$ cat config.mk
export PLATFORM = sky130hd
export DESIGN_NAME = ifu_fetchq_module
export DESIGN_NICKNAME = d
export VERILOG_FILES = /design/src/rtl/ifu_fetchq_module.sv
export SDC_FILE = /design/constraint.sdc
export NUM_CORES = 1
export LEC_CHECK = 0
export BUFFER_PORTS_ARGS = -buffer_cell sky130_fd_sc_hd__clkbuf_2
export CAP_MARGIN = 20
export CORE_MARGIN = 2
export CORE_UTILIZATION = 50
export CTS_BUF_LIST = sky130_fd_sc_hd__clkbuf_4 sky130_fd_sc_hd__clkbuf_8 sky130_fd_sc_hd__clkbuf_16
export DETAILED_ROUTE_END_ITERATION = 8
export PLACE_DENSITY = 0.78
export SYNTH_ARGS = -nofsm -noshare
export SYNTH_HDL_FRONTEND = slang
export SYNTH_SLANG_ARGS = --single-unit
$ cat constraint.sdc
create_clock -name clk -period 19.2 [get_ports clk]
set_input_delay 3.84 -clock clk [delete_from_list [all_inputs] [get_ports clk]]
set_output_delay 3.84 -clock clk [all_outputs]
set_load 0.02 [all_outputs]
$ cat src/rtl/ifu_fetchq_module.sv
// +----------------------------------------------------------------------------+
// | ifu_fetchq_module: fetch address generator with tagged in-flight queue     |
// | Rev 1.0                                                                    |
// +----------------------------------------------------------------------------+
`default_nettype none

module ifu_fetchq_module #(
  parameter int PC_WIDTH     = 32,
  parameter int FETCH_BYTES  = 16,
  parameter int AQ_DEPTH     = 4,
  parameter int ROB_ID_WIDTH = 6,
  parameter logic [PC_WIDTH-1:0] BOOT_ADDR = {{(PC_WIDTH-4){1'b1}}, 4'b0}
) (
  input  logic                          clk,
  input  logic                          rst,
  input  logic                          i_csr_trap_flush,
  input  logic [PC_WIDTH-1:0]           i_csr_trap_addr,
  input  logic                          i_exu_mis_flush,
  input  logic [PC_WIDTH-1:0]           i_exu_mis_addr,
  input  logic [ROB_ID_WIDTH-1:0]       i_exu_mis_rob_id,
  input  logic                          i_exu_ls_flush,
  input  logic [PC_WIDTH-1:0]           i_exu_ls_addr,
  input  logic [ROB_ID_WIDTH-1:0]       i_exu_ls_rob_id,
  input  logic                          i_iq_uc_flush,
  input  logic [PC_WIDTH-1:0]           i_iq_uc_pc_addr,
  input  logic                          i_iq_flush,
  input  logic [PC_WIDTH-1:0]           i_iq_pc_addr,
  input  logic                          i_bpu_flush,
  input  logic [PC_WIDTH-1:0]           i_bpu_pc_addr,
  input  logic                          i_icache_ifu_stall,
  input  logic                          i_icache_ifu_vld,
  input  logic [$clog2(AQ_DEPTH):0]     i_icache_ifu_id,
  output logic                          o_ifu_icache_vld,
  output logic [PC_WIDTH-1:0]           o_ifu_icache_pc_addr,
  output logic [$clog2(AQ_DEPTH):0]     o_ifu_icache_id,
  output logic                          o_ifu_bpu_vld,
  output logic [PC_WIDTH-1:0]           o_ifu_bpu_pc_addr,
  output logic                          o_ifu_predec_vld,
  output logic [PC_WIDTH-1:0]           o_ifu_predec_pc_addr,
  output logic [$clog2(AQ_DEPTH):0]     o_ifu_aq_cnt
);

  localparam int c_IDX_W = $clog2(AQ_DEPTH);
  localparam int c_CNT_W = c_IDX_W + 1;
  localparam logic [PC_WIDTH-1:0] c_BLK_MASK = PC_WIDTH'(FETCH_BYTES - 1);
  localparam logic [PC_WIDTH-1:0] c_BLK_SIZE = PC_WIDTH'(FETCH_BYTES);

  logic [PC_WIDTH-1:0] r_pc;
  logic [c_IDX_W-1:0]  r_tail;
  logic                r_epoch;
  logic [AQ_DEPTH-1:0] r_valid;
  logic [PC_WIDTH-1:0] r_entry_pc [AQ_DEPTH];
  logic [c_CNT_W-1:0]  r_cnt;
  logic                r_predec_vld;
  logic [PC_WIDTH-1:0] r_predec_pc;

  logic                w_flush;
  logic                w_exu_sel_ls;
  logic [PC_WIDTH-1:0] w_exu_addr;
  logic [PC_WIDTH-1:0] w_flush_addr;
  logic                w_full;
  logic                w_fire;
  logic                w_match;
  logic [c_IDX_W-1:0]  w_rsp_idx;
  logic                w_rsp_epoch;

  // Wrap-bit aware age compare: a is older than b.
  function automatic logic rob_older(input logic [ROB_ID_WIDTH-1:0] a,
                                     input logic [ROB_ID_WIDTH-1:0] b);
    logic same_wrap;
    same_wrap = (a[ROB_ID_WIDTH-1] == b[ROB_ID_WIDTH-1]);
    return (same_wrap  & (a[ROB_ID_WIDTH-2:0] <  b[ROB_ID_WIDTH-2:0])) |
           (~same_wrap & (a[ROB_ID_WIDTH-2:0] >= b[ROB_ID_WIDTH-2:0]));
  endfunction

  assign w_flush = i_csr_trap_flush | i_exu_mis_flush | i_exu_ls_flush |
                   i_iq_uc_flush | i_iq_flush | i_bpu_flush;

  // Equal IDs fall to the mispredict target.
  assign w_exu_sel_ls = i_exu_ls_flush &
                        (~i_exu_mis_flush | rob_older(i_exu_ls_rob_id, i_exu_mis_rob_id));
  assign w_exu_addr   = w_exu_sel_ls ? i_exu_ls_addr : i_exu_mis_addr;

  always_comb begin
    w_flush_addr = i_bpu_pc_addr;
    if (i_csr_trap_flush)                        w_flush_addr = i_csr_trap_addr;
    else if (i_exu_mis_flush | i_exu_ls_flush)   w_flush_addr = w_exu_addr;
    else if (i_iq_uc_flush)                      w_flush_addr = i_iq_uc_pc_addr;
    else if (i_iq_flush)                         w_flush_addr = i_iq_pc_addr;
  end

  assign w_full      = r_valid[r_tail];
  assign w_fire      = ~rst & ~w_full & ~i_icache_ifu_stall & ~w_flush;
  assign w_rsp_idx   = i_icache_ifu_id[c_IDX_W-1:0];
  assign w_rsp_epoch = i_icache_ifu_id[c_IDX_W];
  assign w_match     = i_icache_ifu_vld & ~w_flush & (w_rsp_epoch == r_epoch) &
                       r_valid[w_rsp_idx];

  always_ff @(posedge clk or posedge rst) begin
    if (rst) begin
      r_pc         <= BOOT_ADDR;
      r_tail       <= '0;
      r_epoch      <= 1'b0;
      r_valid      <= '0;
      r_cnt        <= '0;
      r_predec_vld <= 1'b0;
      r_predec_pc  <= '0;
      for (int i = 0; i < AQ_DEPTH; i++) r_entry_pc[i] <= '0;
    end else begin
      r_predec_vld <= w_match;
      if (w_match) r_predec_pc <= r_entry_pc[w_rsp_idx];
      if (w_flush) begin
        r_pc    <= w_flush_addr;
        r_valid <= '0;
        r_tail  <= '0;
        r_epoch <= ~r_epoch;
        r_cnt   <= '0;
      end else begin
        // The entry being written is invalid, so it never collides with a response.
        if (w_fire) begin
          r_entry_pc[r_tail] <= r_pc;
          r_valid[r_tail]    <= 1'b1;
          r_tail             <= r_tail + 1'b1;
          r_pc               <= (r_pc & ~c_BLK_MASK) + c_BLK_SIZE;
        end
        if (w_match) r_valid[w_rsp_idx] <= 1'b0;
        r_cnt <= r_cnt + c_CNT_W'(w_fire) - c_CNT_W'(w_match);
      end
    end
  end

  assign o_ifu_icache_vld     = w_fire;
  assign o_ifu_icache_pc_addr = r_pc;
  assign o_ifu_icache_id      = {r_epoch, r_tail};
  assign o_ifu_bpu_vld        = w_fire;
  assign o_ifu_bpu_pc_addr    = r_pc;
  assign o_ifu_predec_vld     = r_predec_vld;
  assign o_ifu_predec_pc_addr = r_predec_pc;
  assign o_ifu_aq_cnt         = r_cnt;

endmodule

`default_nettype wire
==> results_dict.tcl, run 1 <==
set metrics [dict create \
    status "complete, no violations" \
    slew_violations 0 \
    critPathArrivalTime_ns 5.81 \
    yosysTopAreaCell "dfrtp_1" \
    finalSetupViolCount 0 \
    synth.mux.area_fraction 0.256 \
    synth_top_flop_cell "dfrtp_1" \
    drt_iter0_drc 512 \
    holdBufCountCts 0 \
    slew_headroom 0.264 \
    port_buffers 321 \
    core_um2 21700 \
    antenna_found_initial 0 \
    grt_pass1_vias 8738 \
    hold_viol 0 \
    fin_tns_setup_ns 0 \
    rsz0062_at_grt "false" \
    cts.sinks 203 \
    routedWlPerCell_um 21.0 \
    pre_cts_ws_ns 9.59 \
    worst_slack_ns 9.55 \
    final_util 0.605 \
    synth_top_area_share 0.400 \
    synthXorXnorAreaFrac 0.0248 \
    die_width_um 152 \
    io-pin-count 322 \
    cts_tree "built" \
    final_common_cell "clkbuf_2" \
    gp_congestion 0.932 \
    nNetsFinal 1433 \
    synth_edf_count 0 \
    synth-async-reset-ratio 1.00 \
    ys_warn_count 0 \
    synth_cells 957 \
    max_cap_viol_count 0 \
    hpwl_um 22900 \
    path_cells "clkbuf_2 -> nor2_4 -> nand2_2 -> nor2_2 -> clkbuf_2" \
    skew_ns 0.0116 \
    grt_pass1_wl_um 49100 \
    synth_fp_nets 1186 \
    most-common-layout-cells "clkbuf_2, dfrtp_1, mux2_2" \
    synth_compound_area_frac 0.104 \
    worstSetupEndpointType "output pin" \
    fin_crit_sh 0.502 \
    die_area_um2 23100 \
    totalWireLength_um 31400 \
    drive_gt1_frac 0.488 \
    htreeDepth 1 \
    post_cts_buffers 0 \
    crit_top_cell "clkbuf_2" \
    area_delta_synth_final_pct 19.8 \
    vias 8545 \
    die_y_um 152 \
    drcViolationCount 0 \
    cts-root-buf "clkbuf_16" \
    ctsResizeCount 0 \
    fmax_mhz 104 \
    cts_buffers 21 \
    cp_slowest_cell "nor2_4" \
    crit_type "primary input to output pin" \
    power.density_nw_per_um2 78.1 \
    fill_cells 1774 \
    syn_area_um2 11000 \
    grt_max_degree 127 \
    synth-adder-area-share 0.0144 \
    ant_nets 0 \
    synthDistinctLibCells 53 \
    p_leak_nw 6.78 \
    synthTopCellsByArea "dfrtp_1, mux2_2, mux4_2" \
    start_util 0.505 \
    synth_top_family_by_area "multiplexers" \
    worstSetupStartpointType "primary input" \
    seq_area_frac_synth 0.467 \
    hold_class "register to register" \
    worst_path_largest_cell_delay_ns 0.75 \
    worst_pin_slew_ns 1.09 \
    ys_seq_elements 203 \
    synth-simple-area-share 0.0781 \
    grt.total_usage 0.268 \
    vias_per_cell 5.70 \
    path_clk_slew_ns 0.06 \
    first_pass_iters 5 \
    rows 54 \
    insertion_delay_ns 0.49 \
    globalRouteOverflowTotal 0 \
    hold_slack_ns 0.477 \
    ir_worst_vdd_mv 0.0437 \
    period_minus_slack_ns 9.65 \
    cp.required_ns 15.36 \
    cp_max_fo 39 \
    avgSynthCellArea_um2 11.5 \
    clock_path_buffers 3 \
]
-- final timing paths --
kind	from	endpoint	slack, ns	cells past startpoint
max	i_exu_mis_flush	o_ifu_bpu_vld	9.55	5
min	r_entry_pc[94]	r_entry_pc[94]	0.48	2
max reg2reg	r_tail[0]	r_entry_pc[110]	15.75	5
min reg2reg	r_entry_pc[94]	r_entry_pc[94]	0.48	2
max in group asynchronous	rst	r_entry_pc[110]	14.22	3
min in group asynchronous	rst	o_ifu_aq_cnt[2]	3.51	2
-- metal layers --
layer  global-route usage  up-vias  part of all wire
li1                     -     3936                 -
met5                    0        -                 0
met4               0.0935        0             0.034
met2                0.462      326              0.50
met3               0.0354       66             0.051
met1                0.349     4217              0.41
-- power by group --
part,internal [mW],switching [mW],total [mW],leakage (nW)
Sequential,0.449,0.0289,0.478,2.72
Combinational,0.0626,0.0890,0.152,3.72
Clock,0.231,0.165,0.396,0.336
Total,0.742,0.283,1.03,6.78
-- final cells by class --
class                   count  area, µm²  share of cell area
diodes                      1       2.50            0.000191
clock buffers              26        588              0.0448
clock inverters            11       87.6             0.00667
inverters                  16       67.6             0.00515
multi-input cells         632       5240               0.399
flip-flops and latches    203       5110               0.390
well taps                 280        350              0.0267
repair buffers            330       1670               0.128
-- stage by stage --
stage          instance area, µm²  total power, mW  std cells
3_5_place_dp                12400            0.636       1461
4_1_cts                     13100             1.03       1498
2_1_floorplan               11000            0.578        957
6_report                    13100             1.03       1499
5_1_grt                     13100             1.07       1498
3_3_place_gp                12400            0.634       1461
-- Yosys cell counts (2+ instances only) --
master    count
nand2_1     108
o311ai_0      4
xnor2_1      19
or2_2         2
a21oi_1      33
nor3_1        7
mux2_2      148
mux2i_1      37
a31oi_1       2
mux4_2       34
dfstp_2      28
nor2_1       31
o21ai_0      67
buf_2        15
a32oi_1       4
nor3_2        5
ha_1         11
clkbuf_1     45
o211ai_1      3
a221oi_1      3
nand3_1       8
and3_1        5
buf_4        34
o221a_2       2
nor4_1        2
o22ai_1      26
nand2_2       4
and2_1        2
a211oi_1      5
buf_1        10
o211a_1      22
xor2_1       12
inv_1        16
or3_1         5
nand4_1       6
dfrtp_1     175
-- critical path: cells and delay by family --
kind                   cells  cell delay [ns]
buffers and inverters      2             0.57
and+or+nand+nor            3             1.39
-- logic make-up after synthesis --
logic type / after synthesis
mux: 219
flops: 203
simple gates: 191
compound gates: 179
buf+inv: 122
xor+xnor: 31
fa+ha+maj: 12
-- flip-flops by register name (all words and copies together) (netlist names) --
register and flops:
o_ifu_aq_cnt 3, o_ifu_bpu_pc_addr 32, o_ifu_predec_pc_addr 32, o_ifu_predec_vld 1, r_entry_pc 128, r_epoch 1, r_tail 2, r_valid 4
No activity file was read; power rests on OpenSTA's default activity.
==> run 2: changes to the inputs <==
ABC_AREA = 1   (was not set)
PLACE_DENSITY = 0.77   (was 0.78)
clock period = 9.26 ns   (was 19.2 ns; I/O delays follow)
==> results_dict.tcl, run 2 <==
set metrics [dict create \
    synth_edf_count 0 \
    ctsResizeCount 0 \
    synth_most_common_cell "nand2_1" \
    critPathArrivalTime_ns 4.00 \
    finalInstanceArea_um2 13400 \
    synth-async-reset-ratio 1.00 \
    placed_cell_area_um2 12600 \
    dp_cells 1929 \
    netSwitchingFraction 0.281 \
    post_cts_buffers 0 \
    synthTopCellsByArea "dfrtp_1, nand2_1, o21ai_0" \
    totalWireLength_um 37800 \
    hpwl_um 27600 \
    synth_cells 1442 \
    cts_buffers 20 \
    p_seq_frac 0.437 \
    globalRouteOverflowTotal 0 \
    drive_gt1_frac 0.250 \
    drt_iter0_drc 793 \
    max_flop_register "r_entry_pc" \
    path_clk_slew_ns 0.06 \
    hold_viol 0 \
    p_int_mw 1.62 \
    ant_nets 0 \
    cp_slowest_cell "nor2_4" \
    period_minus_slack_ns 5.85 \
    cts-root-buf "clkbuf_16" \
    gp_congestion 1.02 \
    power_frac_clock 0.397 \
    io-pin-count 322 \
    path_cells "clkbuf_2 -> nor2_4 -> and3_1 -> buf_4 -> nand3_2 -> inv_2 -> clkbuf_2" \
    synth_top_family_by_area "compound AO/OA/AOI/OAI gates" \
    cts.sinks 203 \
    largest_register_ffs 128 \
    area_delta_synth_final_pct 18.8 \
    synth_compound_area_frac 0.211 \
    synth_common_cells "nand2_1, o21ai_0, dfrtp_1, inv_1, nor2_1" \
    cp_max_fo 35 \
    avgSynthCellArea_um2 7.81 \
    rr_endpoint "o_ifu_bpu_pc_addr[23]" \
    max_cap_viol_count 0 \
    syn_area_um2 11300 \
    worstHoldPathCells 2 \
    synth_top_flop_cell "dfrtp_1" \
    ys_seq_elements 203 \
    core_um2 22000 \
    yosysTopAreaCell "dfrtp_1" \
    htreeDepth 1 \
    insertion_delay_ns 0.49 \
    switching_power_mw 0.631 \
    synth_top_area_share 0.389 \
    vias_per_cell 5.61 \
    synth-simple-area-share 0.209 \
    routedWlPerCell_um 19.2 \
    antenna_found_initial 3 \
    die_width_um 154 \
    r2r_setup_slack_ns 6.79 \
    cts_tree "built" \
    start_util 0.513 \
    finalPower_mw 2.25 \
    hold_class "register to register" \
    p_comb_frac 0.166 \
    ys_warn_count 0 \
    grt_pass1_vias 10900 \
    crit_type "primary input to output pin" \
    holdBufCountCts 0 \
    finalSetupViolCount 0 \
    worst_pin_slew_ns 1.06 \
    synth-adder-area-share 0.0140 \
    die_y_um 154 \
    drcViolationCount 0 \
    slew_violations 0 \
    hp-start "o_ifu_predec_pc_addr[17]" \
    rsz0062_at_grt "false" \
    most-common-layout-cells "nand2_1, clkbuf_2, o21ai_0" \
    worstSetupEndpointType "output pin" \
    worst_path_largest_cell_delay_ns 0.67 \
    skew_ns 0.00937 \
    whs_endpoint "o_ifu_predec_pc_addr[17]" \
    grt.total_usage 0.315 \
    nNetsFinal 1901 \
    crit_top_cell "clkbuf_2" \
    die_area_um2 23700 \
    slew_headroom 0.291 \
    ff2ff_path_depth 12 \
    cpLargestDelayFamily "buffers and inverters" \
    synth_fp_nets 1671 \
    p_leak_nw 6.78 \
    power.density_nw_per_um2 168 \
    synthDistinctLibCells 38 \
    cp.required_ns 7.41 \
    seq_area_frac_synth 0.454 \
    fin_crit_sh 0.632 \
    rows 54 \
    ir_worst_vdd_mv 0.104 \
    synthXorXnorAreaFrac 0.0140 \
    grt_pass1_wl_um 59100 \
    worstSetupStartpointType "primary input" \
    status "complete, no violations" \
    final_common_cell "nand2_1" \
    clock_path_buffers 3 \
    fmax_mhz 171 \
    vias 11100 \
    cp_num_buf_inv 4 \
    port_buffers 321 \
    timing.rr.start "o_ifu_bpu_pc_addr[4]" \
    synth.mux.area_fraction 0 \
    fin_tns_setup_ns 0 \
    grt_max_degree 129 \
    first_pass_iters 5 \
    stdcell_count 1969 \
]
-- run 2: worst max path at each step --
stage                         start                to  cells past startpoint
floorplan                       rst   o_ifu_aq_cnt[0]                      1
global placement    i_exu_mis_flush   o_ifu_aq_cnt[2]                     13
detailed placement  i_exu_mis_flush   o_ifu_aq_cnt[2]                     13
CTS                 i_exu_mis_flush  o_ifu_icache_vld                      7
global route        i_exu_mis_flush     o_ifu_bpu_vld                      7
finish              i_exu_mis_flush  o_ifu_icache_vld                      7
-- run 2: cells by family after synthesis --
group,Yosys count
compound gates,395
xor+xnor,18
fa+ha+maj,12
buf+inv,235
flops,203
simple gates,579
-- run 2: layout make-up --
| class | count | area [µm²] |
|---|---|---|
| inverters | 113 | 432 |
| multi-input cells | 1004 | 5060 |
| clock inverters | 5 | 125 |
| diodes | 3 | 7.51 |
| flip-flops and latches | 203 | 5110 |
| fillers | 2030 | 8580 |
| well taps | 280 | 350 |
| clock buffers | 31 | 607 |
| repair buffers | 330 | 1690 |
-- run 2: power by group through the flow --
stage	combinational (mW)	sequential, mW	clock [mW]
after CTS	0.371	0.981	0.901
after floorplan	0.224	0.999	0
after global placement	0.369	0.995	0
after global routing	0.408	0.986	0.937
final	0.373	0.981	0.893
after detailed placement	0.369	0.996	0
-- run 2: worst reg2reg max path: stages (launching register included) --
cell and delay [ns]:
dfstp_2 0.59, inv_1 0.11, nor3_1 0.51, inv_1 0.14
nor2_1 0.28, nand4_1 0.17, nor2_1 0.19, nand2_1 0.07
nand2_1 0.06, nand3_1 0.09, nand2_1 0.08, nand2_1 0.05
nand2_1 0.08
-- run 2: metal layers --
metal | GRT usage | vias up | part of all wire
met1 | 0.424 | 5248 | 0.41
met5 | 0 | - | 0
met2 | 0.528 | 472 | 0.49
met3 | 0.0302 | 77 | 0.060
li1 | - | 5255 | -
met4 | 0.126 | 0 | 0.039
-- run 2: through the flow --
stage | setup slack (ns) | util | hold slack (ns)
finish | 3.41 | 0.609 | 0.479
CTS | 3.47 | 0.608 | 0.484
global route | 3.33 | 0.609 | 0.499
detailed placement | 3.27 | 0.575 | 0.469
global placement | 3.39 | 0.575 | 0.464
floorplan | 1.92 | - | 0.453
